--- src/rtl/vga_rect_scheduler.sv ---
// Round-robin scheduler that shares one VGA pixel-plot port between NREQ
// rectangle-fill requesters, scanning each granted rectangle one pixel per clock.
module vga_rect_scheduler #(
   parameter int NREQ  = 3,
   parameter int SCR_W = 160,
   parameter int SCR_H = 120
) (
   input  logic              CLOCK_50,
   input  logic              resetn,
   input  logic [NREQ-1:0]   req_valid,
   output logic [NREQ-1:0]   req_ready,
   input  logic [8*NREQ-1:0] req_x,
   input  logic [7*NREQ-1:0] req_y,
   input  logic [8*NREQ-1:0] req_w,
   input  logic [7*NREQ-1:0] req_h,
   input  logic [3*NREQ-1:0] req_color,
   output logic [NREQ-1:0]   done,
   output logic [7:0]        VGA_X,
   output logic [6:0]        VGA_Y,
   output logic [2:0]        VGA_COLOR,
   output logic              plot,
   output logic              busy
);

   localparam int IW = (NREQ > 1) ? $clog2(NREQ) : 1;
   localparam int CW = IW + 1;

   typedef enum logic [1:0] {S_IDLE, S_DRAW, S_DONE} state_t;

   state_t state, state_nxt;

   logic [IW-1:0] last, owner, gnt_idx;
   logic [CW-1:0] cand;
   logic          gnt_any;

   logic [7:0] x0, w, cx, nx;
   logic [6:0] y0, h, cy, ny;
   logic [2:0] color;

   logic [7:0] sel_x, sel_w;
   logic [6:0] sel_y, sel_h;
   logic [2:0] sel_color;

   logic       row_end, last_pix, pix_on;
   logic [8:0] px_sum;
   logic [7:0] py_sum;

   logic [7:0] vga_x;
   logic [6:0] vga_y;
   logic [2:0] vga_color;
   logic       plot_r;

   // Round-robin search: the lowest offset from last+1 that is valid wins.
   always_comb begin
      // NOTE: every combinational output gets a default first, so no latch is inferred.
      gnt_idx = '0;
      gnt_any = 1'b0;
      cand    = '0;
      for (int k = NREQ; k >= 1; k--) begin
         cand = {1'b0, last} + CW'(k);
         if (cand >= CW'(NREQ)) cand = cand - CW'(NREQ);
         if (req_valid[cand[IW-1:0]]) begin
            gnt_idx = cand[IW-1:0];
            gnt_any = 1'b1;
         end
      end
   end

   assign sel_x     = req_x[8*gnt_idx +: 8];
   assign sel_y     = req_y[7*gnt_idx +: 7];
   assign sel_w     = req_w[8*gnt_idx +: 8];
   assign sel_h     = req_h[7*gnt_idx +: 7];
   assign sel_color = req_color[3*gnt_idx +: 3];

   // The output registers always hold the pixel being shown; this computes the
   // one to load next (first pixel at grant, successor while drawing).
   always_comb begin
      row_end  = (cx == w - 8'd1);
      last_pix = row_end && (cy == h - 7'd1);
      nx       = row_end ? 8'd0 : cx + 8'd1;
      ny       = row_end ? cy + 7'd1 : cy;
      if (state == S_IDLE) begin
         px_sum = {1'b0, sel_x};
         py_sum = {1'b0, sel_y};
      end else begin
         px_sum = {1'b0, x0} + {1'b0, nx};
         py_sum = {1'b0, y0} + {1'b0, ny};
      end
      pix_on = (px_sum < 9'(SCR_W)) && (py_sum < 8'(SCR_H));
   end

   always_ff @(posedge CLOCK_50 or negedge resetn) begin
      // NOTE: sequential state uses non-blocking (<=) so every register samples pre-edge values.
      if (!resetn) state <= S_IDLE;
      else         state <= state_nxt;
   end

   always_comb begin
      state_nxt = state;
      case (state)
         S_IDLE: if (gnt_any) state_nxt = (sel_w == 8'd0 || sel_h == 7'd0) ? S_DONE : S_DRAW;
         S_DRAW: if (last_pix) state_nxt = S_DONE;
         default: state_nxt = S_IDLE;
      endcase
   end

   always_ff @(posedge CLOCK_50 or negedge resetn) begin
      if (!resetn) begin
         x0        <= '0;
         y0        <= '0;
         w         <= '0;
         h         <= '0;
         color     <= '0;
         cx        <= '0;
         cy        <= '0;
         owner     <= '0;
         last      <= IW'(NREQ - 1);
         vga_x     <= '0;
         vga_y     <= '0;
         vga_color <= '0;
         plot_r    <= 1'b0;
      end else begin
         case (state)
            S_IDLE: if (gnt_any) begin
               x0        <= sel_x;
               y0        <= sel_y;
               w         <= sel_w;
               h         <= sel_h;
               color     <= sel_color;
               owner     <= gnt_idx;
               last      <= gnt_idx;
               cx        <= '0;
               cy        <= '0;
               vga_x     <= sel_x;
               vga_y     <= sel_y;
               vga_color <= sel_color;
               plot_r    <= pix_on && (sel_w != 8'd0) && (sel_h != 7'd0);
            end
            S_DRAW: begin
               if (last_pix) begin
                  plot_r <= 1'b0;
               end else begin
                  cx     <= nx;
                  cy     <= ny;
                  vga_x  <= px_sum[7:0];
                  vga_y  <= py_sum[6:0];
                  plot_r <= pix_on;
               end
            end
            default: plot_r <= 1'b0;
         endcase
      end
   end

   // Ready is gated by resetn so nothing is offered while reset is held.
   always_comb begin
      req_ready = '0;
      done      = '0;
      busy      = (state != S_IDLE);
      if (state == S_IDLE && gnt_any && resetn) req_ready[gnt_idx] = 1'b1;
      if (state == S_DONE) done[owner] = 1'b1;
   end

   assign VGA_X     = vga_x;
   assign VGA_Y     = vga_y;
   assign VGA_COLOR = vga_color;
   assign plot      = plot_r;

endmodule

--- config.mk ---
export PLATFORM = sky130hd
export DESIGN_NAME = vga_rect_scheduler
export DESIGN_NICKNAME = d
export VERILOG_FILES = /design/src/rtl/vga_rect_scheduler.sv
export SDC_FILE = /design/constraint.sdc
export NUM_CORES = 1
export LEC_CHECK = 0
export ABC_AREA = 0
export CAP_MARGIN = 20
export CORE_UTILIZATION = 53
export DETAILED_ROUTE_END_ITERATION = 16
export PLACE_DENSITY = 0.95
export RECOVER_POWER = 100
export SKIP_LAST_GASP = 1
export SYNTH_ARGS = -nofsm -noshare
export SYNTH_HDL_FRONTEND = slang
export SYNTH_SLANG_ARGS = --single-unit
--- constraint.sdc ---
create_clock -name CLOCK_50 -period 7.49 [get_ports CLOCK_50]
set_clock_uncertainty 0.15 [all_clocks]
set_input_delay 1.498 -clock CLOCK_50 [delete_from_list [all_inputs] [get_ports CLOCK_50]]
set_output_delay 1.498 -clock CLOCK_50 [all_outputs]
set_load 0.02 [all_outputs]
# == Word-level counts from Yosys, hierarchy flattened ==
# Index checks and enable logic that the tools add are counted.
# W data, S select, Z words.
# word_totals
register_bits,70
input_bits,104
output_inout_bits,26
wordCells,114
# classes
addsub,12
mul,2
n_lt_le_gt_ge,12
n_eq_ne,7
n_shift,5
n_mux,44
n_reduce_logical,19
# op_table
operator,count
$mux W8,6
$shiftx A24 B6 Y8,2
$shiftx A21 B6 Y7,2
$mux W7,5
$pmux W8 S2,2
$pmux W7 S2,2
$mux W2,9
$lt A2 B3 Y1 const B,5
$mux W1,10
$add A8 B8 Y9,1
$ge A3 B2 Y1 const B,3
$lt A9 B8 Y1 const B,1
$mux W9,1
$shiftx A9 B5 Y3,1
$add A7 B7 Y8,1
$add A8 B1 Y8 const B,1
$eq A8 B8 Y1,1
$logic_and A1 B1 Y1,8
$logic_not A8 Y1,1
$lt A8 B7 Y1 const B,1
$reduce_bool A8 Y1,1
$sub A8 B1 Y8 const B,1
$add A7 B1 Y7 const B,1
$eq A7 B7 Y1,1
22 further kinds,34

# == Depth between registers and ports, before layout ==
# logic_depth
ltp_word,17
mapped_depth,19

# == Least setup slack after synthesis ==
# No wires, ideal clock.
# synth_timing
kind,in2out
startpoint,input port req_valid[2]
endpoint,output port req_ready[0]
arrival_ns,3.420
slack_ns,2.422
path_stages,7
cell_sequence,nor2b_1 > a22o_1 > a22oi_1 > clkbuf_1 > buf_1 > clkbuf_1 > and3_1
# synth_between
elab_chain_cells,10
# synth_rtl
element,line_no,source
"start, declared",10,"input logic [NREQ-1:0] req_valid,"
$bmux W1 S2,62,if (req_valid[cand[IW-1:0]]) begin
$mux W1 (not written as such),62,
$mux W2 (3 in a row),62,
$lt A2 B3 Y1 (not written as such) / $ge A2 B1 Y1 (equally long branches),160,if (state == S_IDLE && gnt_any && resetn) req_ready[gnt_idx] = 1'b1;
$logic_and A1 B1 Y1 (not written as such),160,
$mux W1 (not written as such),160,
$demux W1 S2,160,
$mux W3 *,160,
"end, declared",11,"output logic [NREQ-1:0] req_ready,"
# Mark *: on every way between the ends. The rest lies on a longest branch, timed or not. The select of a mux whose other input is x is not followed.

# == Final worst setup path ==
# Ends and elaborated chain as after synthesis.

==> results_tabular.tex <==
\begin{tabular}{lr}
\hline
Metric & Value \\
\hline
\multicolumn{2}{l}{\textbf{Pwr}} \\
\quad Leak Pwr & 2.849 nW \\
\quad Power per cell area & 442.4 nW/um\^{}2 \\
\quad Sum of internal, switching and leakage power & 2.872 mW \\
\quad Worst-case vdd ir drop & 0.4680 mV \\
\multicolumn{2}{l}{\textbf{Synth}} \\
\quad Post-Syn Instances & 582 \\
\quad Number of distinct library cells after synthesis & 60 \\
\quad Ys Warns & 0 \\
\quad Top post-synthesis cells by area & dfrtp\_1 35\%, nand2\_1 6.5\%, ha\_1 6.1\% \\
\quad Number of enable-type register cells in the synthesized netlist & 0 \\
\quad Dominant register cell in the synthesized netlist & dfrtp\_1 \\
\quad Total nets after synthesis & about 710 \\
\quad Netlist area before placement & roughly 4900 sq um \\
\quad Fraction of synthesized cell area taken by the top area cell type & 34.76\% \\
\quad \#FFs+latches synth & 69 \\
\quad Ys async rst share & 100.0\% \\
\quad Cell type with the highest aggregate area in the netlist & dfrtp\_1 \\
\quad Avg Synthesized Cell Area & 8.412 sq um \\
\quad Seq/Total Area, Yosys & 35.29\% \\
\multicolumn{2}{l}{\textbf{Timing}} \\
\quad Setup-violating endpoint count in the final report & 0 \\
\quad Final count of pins violating max slew & 185 \\
\quad Rel. slew slack & -146.6\% \\
\quad RSZ-0062 raised after global routing & no \\
\quad Final total negative setup slack & 0 ns \\
\quad Number of failing hold endpoints at the final stage & 0 \\
\quad Share of the cycle needed by the critical path after routing & 88.29\% \\
\quad Max frequency & 151.2 MHz \\
\quad Clock period minus final worst setup slack & between 6 and 7 ns \\
\quad Worst hold slack & 0.3283 ns \\
\quad Worst path setup slack after routing & 0.8768 ns \\
\quad Worst-margin pin slew & 3.699 ns \\
\multicolumn{2}{l}{\textbf{Run}} \\
\quad Max Cap Viol & 4 \\
\multicolumn{2}{l}{\textbf{CTS}} \\
\quad Cell at the root of the clock tree & clkbuf\_8 \\
\quad Post-CTS Setup Inserts & 0 \\
\quad Clock tree from TritonCTS & yes \\
\quad Clock insertion delay at the later pin of the skew report & 0.35 ns \\
\quad Clock Sink Count & 69 \\
\quad Number of levels the H-tree was split into & 3 \\
\quad Total clock buffers created by CTS & 9 \\
\quad Post-cts repair resize count & 0 \\
\quad CTS Hold Bufs & 0 \\
\quad Worst-path clk slew & approximately 0.07 ns \\
\quad Clock Path Buffers & 2 \\
\multicolumn{2}{l}{\textbf{Critical path}} \\
\quad Launching element of the worst setup path & req\_valid[2] \\
\quad Critical Path Fanout Max & 35 \\
\quad WP data required & 5.84 ns \\
\quad Launching element type of the critical path & input port \\
\quad CP Data Arrival Time & 4.97 ns \\
\quad Total buffers and inverters traversed by the critical path & 3 \\
\quad Launch point of the worst reg-to-reg path & w[0]\$\_DFFE\_PN0P\_ \\
\quad CP max stage delay & between 1 and 1.5 ns \\
\quad Critical path class & in -> out \\
\quad Path length in cells of the critical path & 7 \\
\quad Cell class contributing the biggest share of worst-path delay & buffers and inverters \\
\quad Critical Path End Type & output port \\
\quad CP max stage cell & clkbuf\_1 \\
\quad Most repeated library cell on the critical path & clkdlybuf4s50\_1 \\
\quad Reg2reg path depth & 10 \\
\quad Cell chain of the critical path & clkdlybuf4s50\_1, nand2b\_1, a21boi\_0, a22oi\_2, clkbuf\_1, and3\_1, clkdlybuf4s50\_1 \\
\multicolumn{2}{l}{\textbf{Route}} \\
\quad Detailed-route wire length & 14590 um \\
\quad Detailed-routing wirelength on met1 & between 5000 and 6000 um \\
\quad Number of vias after detailed routing & 5047 \\
\quad Drc violations & 0 \\
\quad Antenna-violating nets left & 0 \\
\quad Uppermost layer routed & met4 \\
\quad Starting DRC count in detailed routing & 419 \\
\quad Drt first pass iters & 5 \\
\quad Average vias per placed instance & between 6 and 7 \\
\quad Amount of wire on met3 after detailed routing & between 800 and 900 um \\
\quad Routed wire length on met2 & 7631 um \\
\quad Routed WL per cell & 18.03 um \\
\multicolumn{2}{l}{\textbf{Floorplan}} \\
\quad Core Footprint & 8848 sq um \\
\quad \# IOs & 130 \\
\quad Width of the die & 98.11 um \\
\quad Initial standard-cell utilization of the core & 55.33\% \\
\quad Total Die Area & a little under 10000 sq um \\
\quad Count of standard-cell rows & 34 \\
\quad Die height & 98.11 um \\
\multicolumn{2}{l}{\textbf{Place}} \\
\quad Placement Setup Slack & approximately 1.7 ns \\
\quad Placed Cells incl. Taps & approximately 800 \\
\quad \# port buffers & 129 \\
\quad Final HPWL from detailed placement & 10450 um \\
\quad Final estimated routing congestion in global placement & 0.8836 \\
\quad Placed inst area & 6240 sq um \\
\multicolumn{2}{l}{\textbf{Global routing}} \\
\quad Largest net degree at the start of global routing & 70 \\
\quad Vias in the first global route & between 5000 and 6000 \\
\quad Tot GR Track Use & 31.08\% \\
\quad Initial antenna violation count & 0 \\
\quad Total overflow reported by the global router & 0 \\
\quad Wire length of the first global-routing pass & around 24000 um \\
\multicolumn{2}{l}{\textbf{Layout}} \\
\quad Leading cell type in the layout, fill and taps excluded & clkdlybuf4s50\_1 \\
\quad Utilization after layout & about three quarters \\
\quad Commonest cells after routing, fill and taps aside & 102 x clkdlybuf4s50\_1, 85 x nand2\_1, 68 x dfrtp\_1, 55 x o21ai\_0, 47 x nor2\_1 \\
\quad Antenna Diode Count & 0 \\
\quad Filler Cell Count & 611 \\
\quad Area occupied by multi-input gates & 2974 sq um \\
\quad Share of final-layout standard cells stronger than drive strength 1 & 4.993\% \\
\quad Final cell count without fillers & 809 \\
\quad Register cell area after layout & 1728 sq um \\
\quad Area growth syn-to-layout & 32.58\% \\
\quad Design area & 6491 sq um \\
\quad Net total in the final layout & 826 \\
\multicolumn{2}{l}{\textbf{Run status}} \\
\quad Violations in the final reports & capacitance limit, slew limit \\
\quad Result of the run & finished, violations left \\
\multicolumn{2}{l}{\textbf{Worst hold path}} \\
\quad Class of the worst hold path & reg -> reg \\
\quad Startpoint of the worst hold path & VGA\_Y[5]\$\_DFFE\_PN0P\_ \\
\quad Hold depth & 2 \\
\hline
\end{tabular}
-- power by group --
part,internal (mW),switching [mW]
clock network,0.264,0.148
logic,0.690,1.06
registers,0.552,0.157
-- metal layers --
metal / track usage (%) / up-vias
met5: 0 / -
met4: 13.40 / 0
met3: 6.228 / 50
met2: 56.01 / 214
met1: 35.63 / 2450
li1: - / 2333
-- Yosys cell counts (all sizes together), types with 4 or more instances --
cell and n:
o21ai 55, a22oi 15, xnor2 14, buf 10, or2 6, a21oi 31, nor2b 5, a221oi 4
a21o 9, a31oi 16, nand2 85, nand4 7, nand3 14, nor3 7, a211oi 5, clkbuf 21
nor2 49, a22o 13, ha 24, and3 13, inv 19, nand2b 7, mux2 9, a221o 7
dfrtp 68, xor2 23, a21boi 4
-- layout make-up --
cell class	count	area share (%)
inverter	19	1.099
clock buffer	10	2.120
clock inverter	6	2.062
tap	108	2.082
sequential	69	26.62
multi-input combinational	463	45.82
timing repair buffer	134	20.20
-- path summary, 6_finish.rpt --
kind                                            endpoint  slack (ns)
min in group asynchronous       VGA_COLOR[0]$_DFFE_PN0P_        2.46
worst max-delay path                        req_ready[0]        0.88
max in group asynchronous               h[4]$_DFFE_PN0P_        2.65
worst max register to register         cy[0]$_DFFE_PN0P_        1.87
worst min-delay path                VGA_Y[5]$_DFFE_PN0P_        0.33
worst min register to register      VGA_Y[5]$_DFFE_PN0P_        0.33
-- flip-flops by register name, indices dropped and copies added, names as in the netlist, 2 cells and up --
register   cells
x0             8
w              8
VGA_Y          7
VGA_X          8
last           2
cy             7
state          2
h              7
cx             8
VGA_COLOR      3
y0             7
-- tightest hold or removal path, cell delays in order (launching register included) --
cell and delay [ns]:
dfrtp_1 0.34, nand2_1 0.04, o21ai_0 0.06
-- logic make-up after synthesis --
family / count (synthesis) / synth area share (%)
AO/OA/AOI/OAI: 178 / 24.38
multiplexers: 12 / 2.683
flip-flops: 69 / 35.29
XOR/XNOR: 37 / 6.619
buffers and inverters: 50 / 4.013
adder cells (fa/ha/maj): 26 / 6.951
AND/OR/NAND/NOR: 210 / 20.06
No activity file was read; power rests on OpenSTA's default activity.
